===== config.mk =====
export PLATFORM = sky130hd
export DESIGN_NAME = bfly2_pipe
export DESIGN_NICKNAME = d
export VERILOG_FILES = /design/src/rtl/bfly2_pipe.sv
export SDC_FILE = /design/constraint.sdc
export NUM_CORES = 2
export LEC_CHECK = 0
export ABC_AREA = 1
export CORE_AREA = 2 2 219 221
export CTS_CLUSTER_DIAMETER = 80
export DETAILED_ROUTE_END_ITERATION = 10
export DIE_AREA = 0 0 221 223
export PLACE_DENSITY = 0.81
export SKIP_CTS_REPAIR_TIMING = 1
export SLEW_MARGIN = 0
export SYNTH_ARGS = -nofsm -noshare
export SYNTH_HDL_FRONTEND = slang
export SYNTH_SLANG_ARGS = --single-unit
export TNS_END_PERCENT = 20

===== constraint.sdc =====
create_clock -name clk -period 5.1 [get_ports clk]
set_input_delay 1.02 -clock clk [delete_from_list [all_inputs] [get_ports clk]]
set_output_delay 1.02 -clock clk [all_outputs]
set_load 0.01 [all_outputs]

===== src/rtl/bfly2_pipe.sv =====
// Radix-2 complex butterfly, 3-stage pipeline: sum path and twiddled difference path.
// Optional BFLY2_PIPE_SAT_EN: clamp out-of-range results instead of wrapping.
module bfly2_pipe #(
  parameter int SIG    = 1,
  parameter int INT    = 3,
  parameter int FLT    = 6,
  parameter int WIDTH  = SIG + INT + FLT,
  parameter int TW_FLT = 7,
  parameter int TWW    = TW_FLT + 2
) (
  input  logic                    clk,
  input  logic                    rst,
  input  logic signed [WIDTH-1:0] din1_re,
  input  logic signed [WIDTH-1:0] din1_im,
  input  logic signed [WIDTH-1:0] din2_re,
  input  logic signed [WIDTH-1:0] din2_im,
  input  logic signed [TWW-1:0]   tw_re,
  input  logic signed [TWW-1:0]   tw_im,
  input  logic                    scale,
  input  logic                    in_valid,
  output logic                    in_ready,
  output logic signed [WIDTH:0]   dout1_re,
  output logic signed [WIDTH:0]   dout1_im,
  output logic signed [WIDTH:0]   dout2_re,
  output logic signed [WIDTH:0]   dout2_im,
  output logic                    out_valid,
  input  logic                    out_ready,
  output logic                    ovf
);
  localparam int DW = WIDTH + 1;
  localparam int PW = DW + TWW;
  localparam int RW = PW + 2;
  localparam logic signed [RW-1:0] RND_LO = RW'(1) <<< (TW_FLT - 1);
  localparam logic signed [RW-1:0] RND_HI = RW'(1) <<< TW_FLT;

  function automatic logic signed [DW-1:0] sx_in(input logic signed [WIDTH-1:0] x);
    return {x[WIDTH-1], x};
  endfunction
  function automatic logic signed [PW-1:0] sx_d(input logic signed [DW-1:0] x);
    return {{(PW-DW){x[DW-1]}}, x};
  endfunction
  function automatic logic signed [PW-1:0] sx_t(input logic signed [TWW-1:0] x);
    return {{(PW-TWW){x[TWW-1]}}, x};
  endfunction
  function automatic logic signed [RW-1:0] sx_p(input logic signed [PW-1:0] x);
    return {{(RW-PW){x[PW-1]}}, x};
  endfunction
  // Out of range when the bits above the output sign bit are not all copies of it.
  function automatic logic oor(input logic [RW-1:0] q);
    return !((&q[RW-1:DW-1]) || !(|q[RW-1:DW-1]));
  endfunction
  function automatic logic [DW-1:0] fit(input logic [RW-1:0] q);
`ifdef BFLY2_PIPE_SAT_EN
    if (oor(q)) return q[RW-1] ? {1'b1, {(DW-1){1'b0}}} : {1'b0, {(DW-1){1'b1}}};
`endif
    return q[DW-1:0];
  endfunction

  // Handshake: a transfer happens on a rising edge where valid and ready are both 1;
  // a stalled output (out_valid & ~out_ready) freezes every stage and drops in_ready.
  logic w_stall;
  assign w_stall  = out_valid & ~out_ready;
  assign in_ready = ~w_stall;

  // S1: add/sub at full precision
  logic signed [DW-1:0]  r_sum_re, r_sum_im, r_diff_re, r_diff_im;
  logic signed [TWW-1:0] r_tw_re, r_tw_im;
  logic                  r_scale1, r_v1;
  always_ff @(posedge clk) begin
    if (rst) begin
      r_v1 <= 1'b0; r_scale1 <= 1'b0;
      r_sum_re <= '0; r_sum_im <= '0; r_diff_re <= '0; r_diff_im <= '0;
      r_tw_re <= '0; r_tw_im <= '0;
    end else if (!w_stall) begin
      r_v1      <= in_valid;
      r_scale1  <= scale;
      r_sum_re  <= sx_in(din1_re) + sx_in(din2_re);
      r_sum_im  <= sx_in(din1_im) + sx_in(din2_im);
      r_diff_re <= sx_in(din1_re) - sx_in(din2_re);
      r_diff_im <= sx_in(din1_im) - sx_in(din2_im);
      r_tw_re   <= tw_re;
      r_tw_im   <= tw_im;
    end
  end

  // S2: four partial products
  logic signed [PW-1:0] r_rr, r_ii, r_ri, r_ir;
  logic signed [DW-1:0] r_sum2_re, r_sum2_im;
  logic                 r_scale2, r_v2;
  always_ff @(posedge clk) begin
    if (rst) begin
      r_v2 <= 1'b0; r_scale2 <= 1'b0;
      r_rr <= '0; r_ii <= '0; r_ri <= '0; r_ir <= '0;
      r_sum2_re <= '0; r_sum2_im <= '0;
    end else if (!w_stall) begin
      r_v2      <= r_v1;
      r_scale2  <= r_scale1;
      r_rr      <= sx_d(r_diff_re) * sx_t(r_tw_re);
      r_ii      <= sx_d(r_diff_im) * sx_t(r_tw_im);
      r_ri      <= sx_d(r_diff_re) * sx_t(r_tw_im);
      r_ir      <= sx_d(r_diff_im) * sx_t(r_tw_re);
      r_sum2_re <= r_sum_re;
      r_sum2_im <= r_sum_im;
    end
  end

  // S3: combine, round half up, range-fit
  logic signed [RW-1:0] w_rnd, w_pr_re, w_pr_im, w_q_re, w_q_im;
  logic [DW:0]          w_inc_re, w_inc_im;
  logic [DW-1:0]        w_d1_re, w_d1_im;
  logic                 w_oor;
  assign w_rnd    = r_scale2 ? RND_HI : RND_LO;
  assign w_pr_re  = sx_p(r_rr) - sx_p(r_ii) + w_rnd;
  assign w_pr_im  = sx_p(r_ri) + sx_p(r_ir) + w_rnd;
  assign w_q_re   = r_scale2 ? (w_pr_re >>> (TW_FLT + 1)) : (w_pr_re >>> TW_FLT);
  assign w_q_im   = r_scale2 ? (w_pr_im >>> (TW_FLT + 1)) : (w_pr_im >>> TW_FLT);
  // The halved sum always fits, so only the twiddled path can overflow.
  assign w_inc_re = {r_sum2_re[DW-1], r_sum2_re} + {{DW{1'b0}}, 1'b1};
  assign w_inc_im = {r_sum2_im[DW-1], r_sum2_im} + {{DW{1'b0}}, 1'b1};
  assign w_d1_re  = r_scale2 ? w_inc_re[DW:1] : r_sum2_re;
  assign w_d1_im  = r_scale2 ? w_inc_im[DW:1] : r_sum2_im;
  assign w_oor    = oor(w_q_re) | oor(w_q_im);

  logic                 r_v3, r_ovf;
  logic signed [DW-1:0] r_d1_re, r_d1_im, r_d2_re, r_d2_im;
  always_ff @(posedge clk) begin
    if (rst) begin
      r_v3 <= 1'b0;
      r_d1_re <= '0; r_d1_im <= '0; r_d2_re <= '0; r_d2_im <= '0;
    end else if (!w_stall) begin
      r_v3    <= r_v2;
      r_d1_re <= w_d1_re;
      r_d1_im <= w_d1_im;
      r_d2_re <= fit(w_q_re);
      r_d2_im <= fit(w_q_im);
    end
  end

  always_ff @(posedge clk) begin
    if (rst) r_ovf <= 1'b0;
    else if (r_v2 && w_oor) r_ovf <= 1'b1;
  end

  assign out_valid = r_v3;
  assign dout1_re  = r_d1_re;
  assign dout1_im  = r_d1_im;
  assign dout2_re  = r_d2_re;
  assign dout2_im  = r_d2_im;
  assign ovf       = r_ovf;
endmodule


Word level (Yosys, flattened, before mapping):

Cells that the tools add are included.

* add/sub/neg operators: 10
* $mul: 4
* div/mod/pow operators: 0
* $lt $le $gt $ge: 0
* equality and inequality tests: 0
* shift-type cells: 0
* muxes and demuxes: 5
* bitwise operators: 4
* reduce and logical (&&, ||, !) cells: 11

Operators by type and width (count)
* $mul A11 B9 Y20: 4
* $add A21 B9 Y22: 2
* $mux W14: 2
* $add A11 B2 Y12 const B: 2
* $reduce_and A12 Y1: 2
* $reduce_or A12 Y1: 2
* $add A10 B10 Y11: 2
* $mux W11: 2
* $sub A10 B10 Y11: 2
* $add A20 B20 Y21: 1
* $sub A20 B20 Y21: 1
* $mux W8: 1
* $logic_not A1 Y1: 4
* $logic_or A1 B1 Y1: 2
* $not A1 Y1: 2
* $and A1 B1 Y1: 1
* $logic_and A1 B1 Y1: 1
* $or A1 B1 Y1: 1

* flip-flop bits (word level): 214
* latch bits: 0
* RAM bits: 0
* memory bits (read-only): 0
* input port bits: 63
* output and inout port bits: 47
* word-level logic and storage cells: 56
* memories: 0

Logic depth before layout (Yosys ltp):

* word-level depth: 9
* depth in mapped cells: 25
* mapped depth without buffers: 23

Worst setup path after synthesis:

OpenSTA, ideal clock, no wires.

* kind: register -> register
* start: register r_diff_re[7]
* end: register r_rr[17]
* library setup time: 0.114 ns
* data arrival time: 4.939 ns
* required time: 4.986 ns
* slack: 0.047 ns
* stages on the path, launching flop included: 22
* clock period less this slack: 5.053 ns
* cells stage by stage: dfxtp_1 > clkbuf_1 > buf_1 > nand2_1 > fa_1 > inv_1 > fa_1 > inv_1 > fa_1 > inv_1 > fa_1 > fa_1 > ha_1 > a21oi_1 > nand2_1 > inv_1 > o221ai_1 > a21boi_0 > o21ai_0 > xor2_1 > o21bai_1 > inv_1

* cells in the longest elaborated chain, start to end: 1

Ends and longest elaborated chain
* start, declared: line 66 `logic signed [DW-1:0] r_sum_re, r_sum_im, r_diff_re, r_diff_im;`
* start signal, assigned: line 79 `r_diff_re <= sx_in(din1_re) - sx_in(din2_re);`
* $mul A11 B9 Y20: line 98 `r_rr <= sx_d(r_diff_re) * sx_t(r_tw_re);`
* end signal, assigned: line 98
* end, declared: line 87 `logic signed [PW-1:0] r_rr, r_ii, r_ri, r_ir;`

Every way passes these cells.
A chain may end at the register's enable or synchronous reset.

Worst setup path after layout:

* start: register r_diff_im[10]
* end: register r_ii[19]

* cells in the longest elaborated chain, start to end: 1

Ends and longest elaborated chain
* start, declared: line 66
* start signal, assigned: line 80 `r_diff_im <= sx_in(din1_im) - sx_in(din2_im);`
* $mul A11 B9 Y20: line 99 `r_ii <= sx_d(r_diff_im) * sx_t(r_tw_im);`
* end signal, assigned: line 99
* end, declared: line 87

Every way passes these cells.

==> run summary <==
The run finished with clean final reports. Dividing the detail-routed via count by the number of cells gives 5.38. The clock net in this run drives a total of 212 sinks.

Yosys mapped a number of flops with a built-in enable equal to 0. The die outline height is 223 µm. The number of buffers inserted during clock tree synthesis came out at 26. The number of violations of the max-capacitance limit is 0. The worst reg-to-reg path cell count came out at 17. The die covers 49300 µm². The chip width is 221 µm. The leakage power figure came out at 17.2 nW. The stage delay of the slowest cell on the critical path is 0.66 ns. During I/O placement, the number of pins put on the boundary was 110. The signal on the critical path passes through buf_4, nand2_1, fa_1, fa_1, inv_1, fa_1, inv_1, fa_1, inv_1, ha_1, ha_1, a21oi_1, nor2_1, a211oi_1, o31ai_1, xor2_1, a21oi_1. The number of failing hold endpoints at the final stage was 0. The post-detailed-route count of antenna-violating nets came out at 0. The relative area change from synthesis to final layout came out at 13.1%.

The number of synthesized register bits is 212. The tightest slew margin relative to the limit came out at 28.0%. The maximum clock rate is 201 MHz.

The minimum clock period is 4.98 ns. The routed layout has 22900 vias. Power spread over the standard cell area amounts to 400 nW/µm².

The met3 usage came out at 4.60%. Setup violations remaining at the end of the flow were counted as 0. At the pin with the least slew margin, the transition time is 1.08 ns. The number of antenna violations at the first check in global routing came out at 0. The floorplan has 80 rows. The number of violations reported at the end of detailed-routing iteration 0 came out at 2094. The final global-route overflow total is 0. Hold is met by 0.461 ns.

In this run the worst hold path is classified as reg2reg. For this configuration, the core starts out at a cell density of 57.0%. The number of cells after detailed placement came out at 4211. The repair_antennas step left the layout with diodes totalling 0. The post-route total power is 12.2 mW.

The post-route core utilization came out at 64.4%. Among the stages of the critical path, the cell type that occurs most often is fa_1. The later-pin clock latency in the skew report is 0.57 ns. The share of power burned in registers is 19.5%. The clock transition at the register clock pins on the worst setup and hold paths after CTS is 0.06 ns. The port buffer count came out at 109. The detailed-route wire length is 69.9 mm. The mean instance size in the synthesized netlist is 7.60 µm².

Net switching is 47.9% of the power. Dividing the detail-routed wire length by the instance count gives 16.4 µm. The final worst-path cycle share came out at 97.6%. In this run the clock root is driven by a clkbuf_16. The max-slew violation count is 0. The critical path crosses 17 cells after its start point. The core region is 47100 µm². The clock skew after layout is 0.0146 ns. The synthesized instance count came out at 3533. The combined global-route utilization of all metal layers came out at 28.4%. The ratio of cells with drive above 1 in the final layout came out at 7.18%. The worst-case IR drop observed on VDD is 392 µV. For this run, asynchronously set or reset flops after synthesis account for 0%. Among cell families on the critical path, the largest total delay comes from adder cells. Data on the critical path arrives at its endpoint at 5.39 ns. The estimated wirelength of the detail-placed design is 54.7 mm. By startpoint and endpoint, the worst setup path is classified as reg2reg. The share of total power in the clock network is 17.0%. In the layout the commonest cells are inv_1, nand2_1, fa_1. STA classifies the critical path startpoint as a register. The most common cell after layout, fill and taps aside is inv_1. The global-route track usage on met1 came out at 40.3%. Setup repair after global routing could not meet its margin everywhere.

Synthesis instantiated 50 different standard cells from the library. The longest clock path from root to sink contains 3 buffers. The commonest register cell after synthesis is dfxtp_1. Data on the critical path is required at its endpoint by 5.51 ns.

The internal portion of total power came out at 6.33 mW. The first-pass GRT wire length is 114 mm. Entering global routing, the biggest net connects 247 pins. Together, buffers and inverters on the worst path number 4. The final weighted congestion in routability-driven placement is 0.945. The post-synthesis sequential area ratio is 15.8%. The length of the first detailed-routing pass in iterations came out at 5. The worst-path cell with the longest stage delay is fa_1. The number of nets in the synthesized netlist is 4222. The area of the mapped netlist is 26800 µm². The final standard cell count with taps included and fillers excluded came out at 4262. In the global route stage, met2 resource usage came out at 44.7%.

The net count of the finished layout is 4317. The count of unresolved DRC violations after routing came out at 0. Summed over all nets, the switching power comes to 5.82 mW.

The relative contribution of combinational cells to total power came out at 63.5%. The maximum level of the CTS H-tree is 1. The biggest fanout along the worst timing path is 11. The number of warnings printed during yosys synthesis is 0. The via count of the first global-routing pass came to 22200.

Counting instances, the worst hold path has a depth of 2. The most utilized layer in the global route result is met2. The clock tree from TritonCTS is built.

The worst setup path is captured at a register.
## sequential cells by signal, indices dropped and copies added, names as in the netlist, 10 cells and up
name and cells:
r_ii 20, r_ir 20, r_ri 20, r_rr 20, dout1_im 11, dout1_re 11, dout2_im 11, dout2_re 11
r_sum2_im 11, r_sum2_re 11, r_sum_im 11, r_sum_re 11, r_diff_im 10, r_diff_re 10
## metal layers
metal	vias to the layer above	routed length, µm
met3	126	5820
li1	11000	-
met5	-	0
met4	0	2410
met1	10900	30600
met2	844	31000
## layout make-up
type	count	area (µm²)
clock buffer	32	723
fill	3859	16800
multi-input combinational	2385	19300
timing repair buffer	226	2120
inverter	777	2920
sequential	212	4290
tap	615	769
clock inverter	15	231
## power groups by stage
stage	Combinational [mW]	Clock, mW	Sequential [mW]
after global routing	8.67	2.16	2.40
after global placement	7.17	0	2.37
final	7.72	2.07	2.37
after CTS	7.45	2.10	2.35
after detailed placement	7.35	0	2.38
after floorplan	5.33	0	2.25
## cells by family (layout without fill, tap and decap cells)
| kind of cell | after synthesis | count (layout) | synth area share [%] |
|---|---|---|---|
| buffers and inverters | 936 | 1050 | 13.1 |
| adder cells (fa/ha/maj) | 626 | 626 | 38.8 |
| flip-flops | 212 | 212 | 15.8 |
| AO/OA/AOI/OAI | 574 | 574 | 12.3 |
| XOR/XNOR | 128 | 128 | 4.18 |
| AND/OR/NAND/NOR | 1057 | 1057 | 15.8 |
## cells in the mapped netlist (4+ instances only)
library cell | number | area share, %
o21ai_1 | 20 | 0.37
nand2_1 | 702 | 9.8
nand4_1 | 10 | 0.23
o21ai_0 | 211 | 3.9
buf_2 | 5 | 0.093
nor2_1 | 211 | 2.9
or2_2 | 7 | 0.16
dfxtp_1 | 212 | 16
ha_1 | 282 | 13
xor2_1 | 81 | 2.6
inv_1 | 770 | 11
a211oi_1 | 4 | 0.11
o21bai_1 | 70 | 2.0
buf_1 | 26 | 0.36
a21oi_1 | 181 | 3.4
nor3_1 | 22 | 0.41
fa_1 | 344 | 26
o211ai_1 | 24 | 0.67
a31oi_1 | 15 | 0.35
xnor2_1 | 47 | 1.5
nor2_2 | 4 | 0.093
nand2_2 | 4 | 0.093
clkbuf_1 | 127 | 1.8
o31ai_1 | 10 | 0.28
nand3_1 | 84 | 1.6
o221ai_1 | 13 | 0.42
inv_2 | 4 | 0.056
## per-stage QoR
step	cell area, µm²	TNS [ns]	setup slack (ns)
finish	30400	0	0.125
global placement	29100	0	0.0545
floorplan	26800	0	0.0468
global route	30400	-0.318	-0.116
detailed placement	29100	-0.0205	-0.0189
CTS	30000	-0.0764	-0.0594
## worst paths after layout
check | startpoint | end | slack (ns)
setup / recovery | r_diff_im[10] | r_ii[19] | 0.12
hold reg to reg | r_ii[4] | r_ii[4] | 0.46
hold / removal | r_ii[4] | r_ii[4] | 0.46
setup reg to reg | r_diff_im[10] | r_ii[19] | 0.12
## worst reg2reg max path, cell delays in order (launching register included)
cell	delay [ns]
dfxtp_2	0.46
buf_4	0.23
nand2_1	0.10
fa_1	0.54
fa_1	0.66
inv_1	0.12
fa_1	0.49
inv_1	0.05
fa_1	0.47
inv_1	0.04
ha_1	0.29
ha_1	0.40
a21oi_1	0.26
nor2_1	0.06
a211oi_1	0.21
o31ai_1	0.13
xor2_1	0.21
a21oi_1	0.10
Note: power is estimated with default switching activity, not from simulation.
